<file path="config.mk">
export PLATFORM = sky130hd
export DESIGN_NAME = crop_sequencer
export DESIGN_NICKNAME = d
export VERILOG_FILES = /design/src/rtl/crop_pkg.sv /design/src/rtl/crop_addr_gen.sv /design/src/rtl/crop_sequencer.sv
export SDC_FILE = /design/constraint.sdc
export NUM_CORES = 1
export LEC_CHECK = 0
export CAP_MARGIN = 10
export CORE_ASPECT_RATIO = 0.9
export CORE_UTILIZATION = 50
export DETAILED_ROUTE_END_ITERATION = 10
export GPL_TIMING_DRIVEN = 0
export PLACE_DENSITY = 0.81
export SLEW_MARGIN = 0
export SYNTH_ARGS = -nofsm -noshare
export SYNTH_HDL_FRONTEND = slang
export SYNTH_HIERARCHICAL = 1
export SYNTH_SLANG_ARGS = --single-unit
</file>
<file path="constraint.sdc">
create_clock -name CLOCK_50 -period 3 [get_ports CLOCK_50]
set_input_delay 0.6 -clock CLOCK_50 [delete_from_list [all_inputs] [get_ports CLOCK_50]]
set_output_delay 0.6 -clock CLOCK_50 [all_outputs]
set_load 0.1 [all_outputs]
</file>
<file path="src/rtl/crop_pkg.sv">
// crop_pkg: shared FSM state type and default image geometry for the crop sequencer.
package crop_pkg;
  localparam int CROP_IMG_W = 128;
  localparam int CROP_IMG_H = 128;
  localparam int CROP_PIX_W = 24;
  typedef enum logic [2:0] {IDLE, CHECK, READ, DRAIN, DONE} crop_state_e;
endpackage

</file>
<file path="src/rtl/crop_addr_gen.sv">
// crop_addr_gen: row-major raster walker over an inclusive box, yielding the source address.
module crop_addr_gen import crop_pkg::*; #(
  parameter int IMG_W  = CROP_IMG_W,
  parameter int IMG_H  = CROP_IMG_H,
  parameter int ADDR_W = $clog2(IMG_W*IMG_H)
) (
  input  logic                     clk_i,
  input  logic                     rst_ni,
  input  logic                     load_i,
  input  logic                     step_i,
  input  logic [$clog2(IMG_W)-1:0] x_min_i,
  input  logic [$clog2(IMG_W)-1:0] x_max_i,
  input  logic [$clog2(IMG_H)-1:0] y_min_i,
  input  logic [$clog2(IMG_H)-1:0] y_max_i,
  output logic [$clog2(IMG_W)-1:0] col_o,
  output logic [$clog2(IMG_H)-1:0] row_o,
  output logic [ADDR_W-1:0]        addr_o,
  output logic                     last_o
);
  logic [$clog2(IMG_W)-1:0] col_q, col_d;
  logic [$clog2(IMG_H)-1:0] row_q, row_d;
  logic                     eol;
  assign eol = col_q == x_max_i;
  always_comb begin
    col_d = load_i ? x_min_i : step_i ? (eol ? x_min_i : col_q + 1'b1) : col_q;
    row_d = load_i ? y_min_i : (step_i && eol) ? row_q + 1'b1 : row_q;
  end
  always_ff @(posedge clk_i) begin
    if (!rst_ni) begin
      col_q <= '0;
      row_q <= '0;
    end else begin
      col_q <= col_d;
      row_q <= row_d;
    end
  end
  assign col_o  = col_q;
  assign row_o  = row_q;
  assign last_o = eol && row_q == y_max_i;
  assign addr_o = ADDR_W'(row_q) * ADDR_W'(IMG_W) + ADDR_W'(col_q);
endmodule

</file>
<file path="src/rtl/crop_sequencer.sv">
// crop_sequencer: copies a rectangular box of a source image into a compact destination image.
// Define CROP_CLAMP_EN to clamp oversize max bounds to the image edge instead of rejecting them.
module crop_sequencer import crop_pkg::*; #(
  parameter int IMG_W  = CROP_IMG_W,
  parameter int IMG_H  = CROP_IMG_H,
  parameter int PIX_W  = CROP_PIX_W,
  parameter int ADDR_W = $clog2(IMG_W*IMG_H)
) (
  input  logic                     CLOCK_50,
  input  logic                     resetn,
  input  logic                     start,
  input  logic [$clog2(IMG_W)-1:0] x_min,
  input  logic [$clog2(IMG_W)-1:0] x_max,
  input  logic [$clog2(IMG_H)-1:0] y_min,
  input  logic [$clog2(IMG_H)-1:0] y_max,
  output logic                     rd_en,
  output logic [ADDR_W-1:0]        rd_addr,
  input  logic [PIX_W-1:0]         rd_data,
  output logic                     wr_en,
  output logic [ADDR_W-1:0]        wr_addr,
  output logic [PIX_W-1:0]         wr_data,
  output logic [$clog2(IMG_W):0]   out_w,
  output logic [$clog2(IMG_H):0]   out_h,
  output logic                     busy,
  output logic                     done,
  output logic                     err
);
  localparam int XW = $clog2(IMG_W);
  localparam int YW = $clog2(IMG_H);
  localparam logic [XW:0] X_LIM = (XW+1)'(IMG_W-1);
  localparam logic [YW:0] Y_LIM = (YW+1)'(IMG_H-1);
  crop_state_e     state_q;
  logic [XW-1:0]   x_min_q, x_max_q, x_hi, col;
  logic [YW-1:0]   y_min_q, y_max_q, y_hi, row;
  logic [XW:0]     out_w_q;
  logic [YW:0]     out_h_q;
  logic [ADDR_W-1:0] wr_addr_q;
  logic            rd_en_q, wr_en_q, busy_q, done_q, err_q, bad, last, unused_ok;
`ifdef CROP_CLAMP_EN
  assign x_hi = {1'b0, x_max_q} > X_LIM ? X_LIM[XW-1:0] : x_max_q;
  assign y_hi = {1'b0, y_max_q} > Y_LIM ? Y_LIM[YW-1:0] : y_max_q;
  assign bad  = x_min_q > x_hi || y_min_q > y_hi;
`else
  assign x_hi = x_max_q;
  assign y_hi = y_max_q;
  assign bad  = x_min_q > x_max_q || y_min_q > y_max_q ||
                {1'b0, x_max_q} > X_LIM || {1'b0, y_max_q} > Y_LIM;
`endif
  crop_addr_gen #(.IMG_W(IMG_W), .IMG_H(IMG_H), .ADDR_W(ADDR_W)) u_walk (
    .clk_i   (CLOCK_50),
    .rst_ni  (resetn),
    .load_i  (state_q == CHECK),
    .step_i  (state_q == READ && !last),
    .x_min_i (x_min_q),
    .x_max_i (x_hi),
    .y_min_i (y_min_q),
    .y_max_i (y_hi),
    .col_o   (col),
    .row_o   (row),
    .addr_o  (rd_addr),
    .last_o  (last)
  );
  assign unused_ok = ^{col, row};
  // Writes trail reads by one cycle, matching the read memory's latency.
  always_ff @(posedge CLOCK_50) begin
    if (!resetn) begin
      state_q   <= IDLE;
      {x_min_q, x_max_q, y_min_q, y_max_q} <= '0;
      out_w_q   <= '0;
      out_h_q   <= '0;
      wr_addr_q <= '0;
      {rd_en_q, wr_en_q, busy_q, done_q, err_q} <= '0;
    end else begin
      wr_en_q <= rd_en_q;
      if (wr_en_q) wr_addr_q <= wr_addr_q + 1'b1;
      case (state_q)
        IDLE, DONE: if (start) begin
          {x_min_q, x_max_q, y_min_q, y_max_q} <= {x_min, x_max, y_min, y_max};
          done_q  <= 1'b0;
          err_q   <= 1'b0;
          busy_q  <= 1'b1;
          state_q <= CHECK;
        end
        CHECK: begin
          wr_addr_q <= '0;
          if (bad) begin
            out_w_q <= '0;
            out_h_q <= '0;
            err_q   <= 1'b1;
            done_q  <= 1'b1;
            busy_q  <= 1'b0;
            state_q <= DONE;
          end else begin
            out_w_q <= {1'b0, x_hi} - {1'b0, x_min_q} + 1'b1;
            out_h_q <= {1'b0, y_hi} - {1'b0, y_min_q} + 1'b1;
            rd_en_q <= 1'b1;
            state_q <= READ;
          end
        end
        READ: if (last) begin
          rd_en_q <= 1'b0;
          state_q <= DRAIN;
        end
        DRAIN: begin
          busy_q  <= 1'b0;
          done_q  <= 1'b1;
          state_q <= DONE;
        end
        default: state_q <= IDLE;
      endcase
    end
  end
  assign rd_en   = rd_en_q;
  assign wr_en   = wr_en_q;
  assign wr_addr = wr_addr_q;
  assign wr_data = wr_en_q ? rd_data : '0;
  assign out_w   = out_w_q;
  assign out_h   = out_h_q;
  assign busy    = busy_q;
  assign done    = done_q;
  assign err     = err_q;
endmodule

</file>
# Word-level counts from Yosys, hierarchy flattened
# Index checks and enable logic that the tools add are counted.
[totals] ff_bits=80 inputBits=55 output_inout_bits=73 elab_cells=76
[classes] addsub=8 n_lt_le_gt_ge=2 eq_ne=10 mux=22 bitwise_logic=1 n_reduce_logical=18
[op_table] operator="$mux 7" count=5
[op_table] operator="$mux 24" count=1
[op_table] operator="$add 8x1->8 const B" count=2
[op_table] operator="$mux 8" count=2
[op_table] operator="$sub 7x7->8" count=2
[op_table] operator="$add 14x1->14 const B" count=1
[op_table] operator="$add 14x7->14" count=1
[op_table] operator="$add 7x1->7 const B" count=2
[op_table] operator="$eq 7x7->1" count=2
[op_table] operator="$gt 7x7->1" count=2
[op_table] operator="$pmux 3 s4" count=1
[op_table] operator="$mux 3" count=3
[op_table] operator="$reduce_and 3->1" count=3
[op_table] operator="$ne 2x2->1 const B" count=4
[op_table] operator="$reduce_bool 2->1" count=4
[op_table] operator="$eq 3x2->1 const B" count=2
[op_table] operator="$mux 1" count=6
[op_table] operator="$pmux 1 s3" count=2
[op_table] operator="$pmux 1 s2" count=2
[op_table] operator="$reduce_and 2->1" count=2
[op_table] operator="$reduce_or 2->1" count=2
[op_table] operator="$eq 3x1->1 const B" count=1
[op_table] operator="$eq 3x3->1 const B" count=1
[op_table] operator="$logic_and 1x1->1" count=3
[op_table] operator="5 further kinds" count=5

# Depth between registers and ports, before layout
[logic_depth] depth_word=7 depth_mapped=10

# Cells and area by module
# The synthesis kept the hierarchy.
[modules_own_cells] mod="crop_sequencer" instances=1 cells_per_inst=458 area_each_um2=3842.4 seq_area_each_um2=1321.3
[modules_own_cells] mod="crop_addr_gen" instances=1 cells_per_inst=130 area_each_um2=1076.0 seq_area_each_um2=280.3

# Least setup slack after synthesis
# Ideal clock, no wire load.
[synth_path] path_kind="register to register" from="reg u_walk.col_q[1], in the netlist u_walk/col_o[1]" to="reg u_walk.col_q[4], in the netlist u_walk/col_o[4]" setup_ps=128 arrival_ps=2833 required_time_ps=2872 slack_ps=39 stages_incl_launch_ff=11 n_path_buf=1 period_less_slack_ps=2961 path_cell_list="dfxtp_1 > xnor2_1 > nand4_4 > nor4_1 > nor3_1 > clkbuf_1 > or2_2 > nand4_1 > xnor2_1 > o31ai_1 > a21oi_1"
[synth_via] elab_chain_cells=5 word_cells_on_any_way=9
[synth_lines] item="from (decl)" line="crop_addr_gen.sv:20" text="logic [$clog2(IMG_W)-1:0] col_q, col_d;"
[synth_lines] item="from (signal assigned)" line="crop_addr_gen.sv:33" text="col_q <= col_d;"
[synth_lines] item="$eq 7x7->1" line="crop_addr_gen.sv:23" text="assign eol = col_q == x_max_i;"
[synth_lines] item="$logic_and 1x1->1" line="crop_addr_gen.sv:39" text="assign last_o = eol && row_q == y_max_i;"
[synth_lines] item="via last" line="crop_sequencer.sv:38" text="logic rd_en_q, wr_en_q, busy_q, done_q, err_q, bad, last, unused_ok;"
[synth_lines] item="$logic_not 1->1" line="crop_sequencer.sv:53" text=".step_i (state_q == READ && !last),"
[synth_lines] item="$logic_and 1x1->1" line="crop_sequencer.sv:53"
[synth_lines] item="$reduce_bool 2->1 (no source line)"
# The timed path passes the listed nets, and every way through them passes these cells. The select of a mux whose other input is x is not followed.
# A chain may end at the register's enable or synchronous reset.

# Worst setup path after layout
[layout_path] from="in rd_data[1]" to="out wr_data[1]"
[layout_via] elab_chain_cells=1
[layout_lines] item="from (decl)" line="crop_sequencer.sv:18" text="input logic [PIX_W-1:0] rd_data,"
[layout_lines] item="$mux 24" line="crop_sequencer.sv:116" text="assign wr_data = wr_en_q ? rd_data : '0;"
[layout_lines] item="to (decl)" line="crop_sequencer.sv:21" text="output logic [PIX_W-1:0] wr_data,"
# Every way passes these cells.

==> out/results.ini <==
[status]
status=completed

[place]
hpwl_mm=10.6
place.gp.congestion=0.895
portBuffers=126
dp_slack_ns=-0.0186
post_dp_cell_area_um2=6230

[critical_path]
endpoint=wr_data[1]
rr_worst_depth=9
timing.rr.end=u_walk/row_o[1]
r2r_slack_ns=0.13
worstPathRequired_ns=2.40
cp.arrival_ns=2.30
path_class=input pin to output pin
end_kind=output pin
crit_path_max_fanout=1
startpoint=rd_data[1]
reg2reg_from=u_walk/col_o[1]
critPathLaunchType=input pin

[power_and_ir_drop]
p_sw_mw=1.52
p_leak_nw=2.48
p_int_mw=2.03
clockPowerShare_pct=22.9
vdd_ir_drop_max_v=0.000324
power.density_nw_per_um2=554
seqPwrFrac_pct=35.2
combPwrFrac_pct=41.9
sw_frac_of_total_pct=42.8

[global_route]
grt_pass1_vias=4455
grt_pass1_wl_mm=21.3
grt_max_degree=15
track_usage_pct=27.1
grt_remaining_overflow=0
antenna_found_initial=0

[route]
drc=0
ant_nets=0
first_pass_iters=4
drt-initial-drc-count=256
wl_per_cell_um=16.2
routed_wl_mm=13.6
viasPerCell=5.53
num_vias=4634

[clocking]
path_clk_slew_ns=0.09
cts-buffers-inserted=9
ctsResizeCount=20
htree_num_levels=3
postCtsSetupBuffers=0
cts_tree=yes
cts_buffer_depth=2
clock_sinks=80
clk_latency_ns=0.36
cts_root_buf=clkbuf_8
hold_buffers=0

[die]
ios=128
fp.dieArea_um2=10000
initial_core_util_pct=52.0
core-area_um2=9250
die-height_um=95.1
die_w_um=105
rows=33

[synthesis]
syn_inst=574
ys_warn_count=6
syn-cell-area_um2=4810
synth_nets=672
post_synth.cell_area_avg_um2=8.39

[cells_and_area]
area_growth_pct=32.9
final_cell_mix=clkdlybuf4s50_1 (106), nand2_1 (86), dfxtp_1 (80), ha_1 (41), inv_1 (36)
register_area_um2=1600
drive_gt1_share_pct=6.42
final_common_cell=clkdlybuf4s50_1
multi_input_comb_area_um2=2940
nNetsFinal=809
antenna_cells=0
nFillCells=751
final_area_um2=6400

[sta]
skew_ns=0.0103
setup_viol=0
min_period_ns=2.90
max-slew-margin-rel_pct=30.7
post-route-period-util_pct=96.8
fmax_ghz=0.344
fin_ws_ns=0.0962
drv_slew=0
final_hold_viol_count=0
rsz0062_at_grt=false
worst_slew_pin_slew_ns=1.04

[hold_path]
hold_path_depth=2
min-delay-path-class=flop to flop
worstHoldStart=out_h[3]

[job]
cap_violations=0

==> flip-flops by register name, indices dropped and copies added (netlist names) <==
register,flops
err,1
wr_addr,14
out_w,8
y_min_q,7
x_hi,7
x_min_q,7
done,1
rd_en,1
out_h,8
busy,1
y_hi,7
wr_en,1
u_walk/col_o,7
state_q,3
u_walk/row_o,7
==> power by group through the flow <==
stage               registers [mW]  clock network, mW  logic, mW
floorplan                     1.57                  0      0.767
global placement              1.26                  0       1.44
detailed placement            1.27                  0       1.47
CTS                           1.24              0.815       1.47
global route                  1.26              0.859       1.58
finish                        1.25              0.813       1.48
==> worst max-delay path: stages <==
cell             delay, ns
clkdlybuf4s50_1       0.45
and2_1                0.12
clkdlybuf4s50_1       1.13
==> metrics by stage <==
step	instances	hold WS [ns]	total power [mW]	TNS (ns)	util, %
floorplan	574	0.453	2.34	0	-
global placement	822	0.446	2.70	-0.0248	67.3
detailed placement	822	0.447	2.74	-0.0231	67.3
CTS	838	0.459	3.53	0	69.2
global route	838	0.480	3.69	0	69.2
finish	838	0.460	3.54	0	69.2
==> layout make-up <==
| cell class | instances | area share, % |
|---|---|---|
| Clock buffer | 10 | 1.99 |
| Inverter | 37 | 2.17 |
| Buffer | 28 | 2.13 |
| Sequential cell | 80 | 25.0 |
| Timing Repair Buffer | 126 | 19.3 |
| Tap cell | 122 | 2.39 |
| Clock inverter | 6 | 1.06 |
| Multi-Input combinational cell | 429 | 45.9 |
==> routing by layer <==
layer / vias up / global-route usage (%) / part of all wire [%]
li1: 2241 / - / -
met2: 210 / 48.1 / 48
met1: 2157 / 31.2 / 41
met4: 0 / 12.2 / 2.8
met3: 26 / 6.43 / 7.9
met5: - / 0 / 0
==> how the worst min path moves through the flow <==
stage                             to  slack [ns]
final                       out_h[3]        0.46
after global routing        out_h[3]        0.48
after CTS                   out_w[1]        0.46
after detailed placement    out_h[3]        0.45
after global placement      out_h[3]        0.45
after floorplan           y_min_q[0]        0.45
Note: power is estimated with default switching activity, not from simulation.
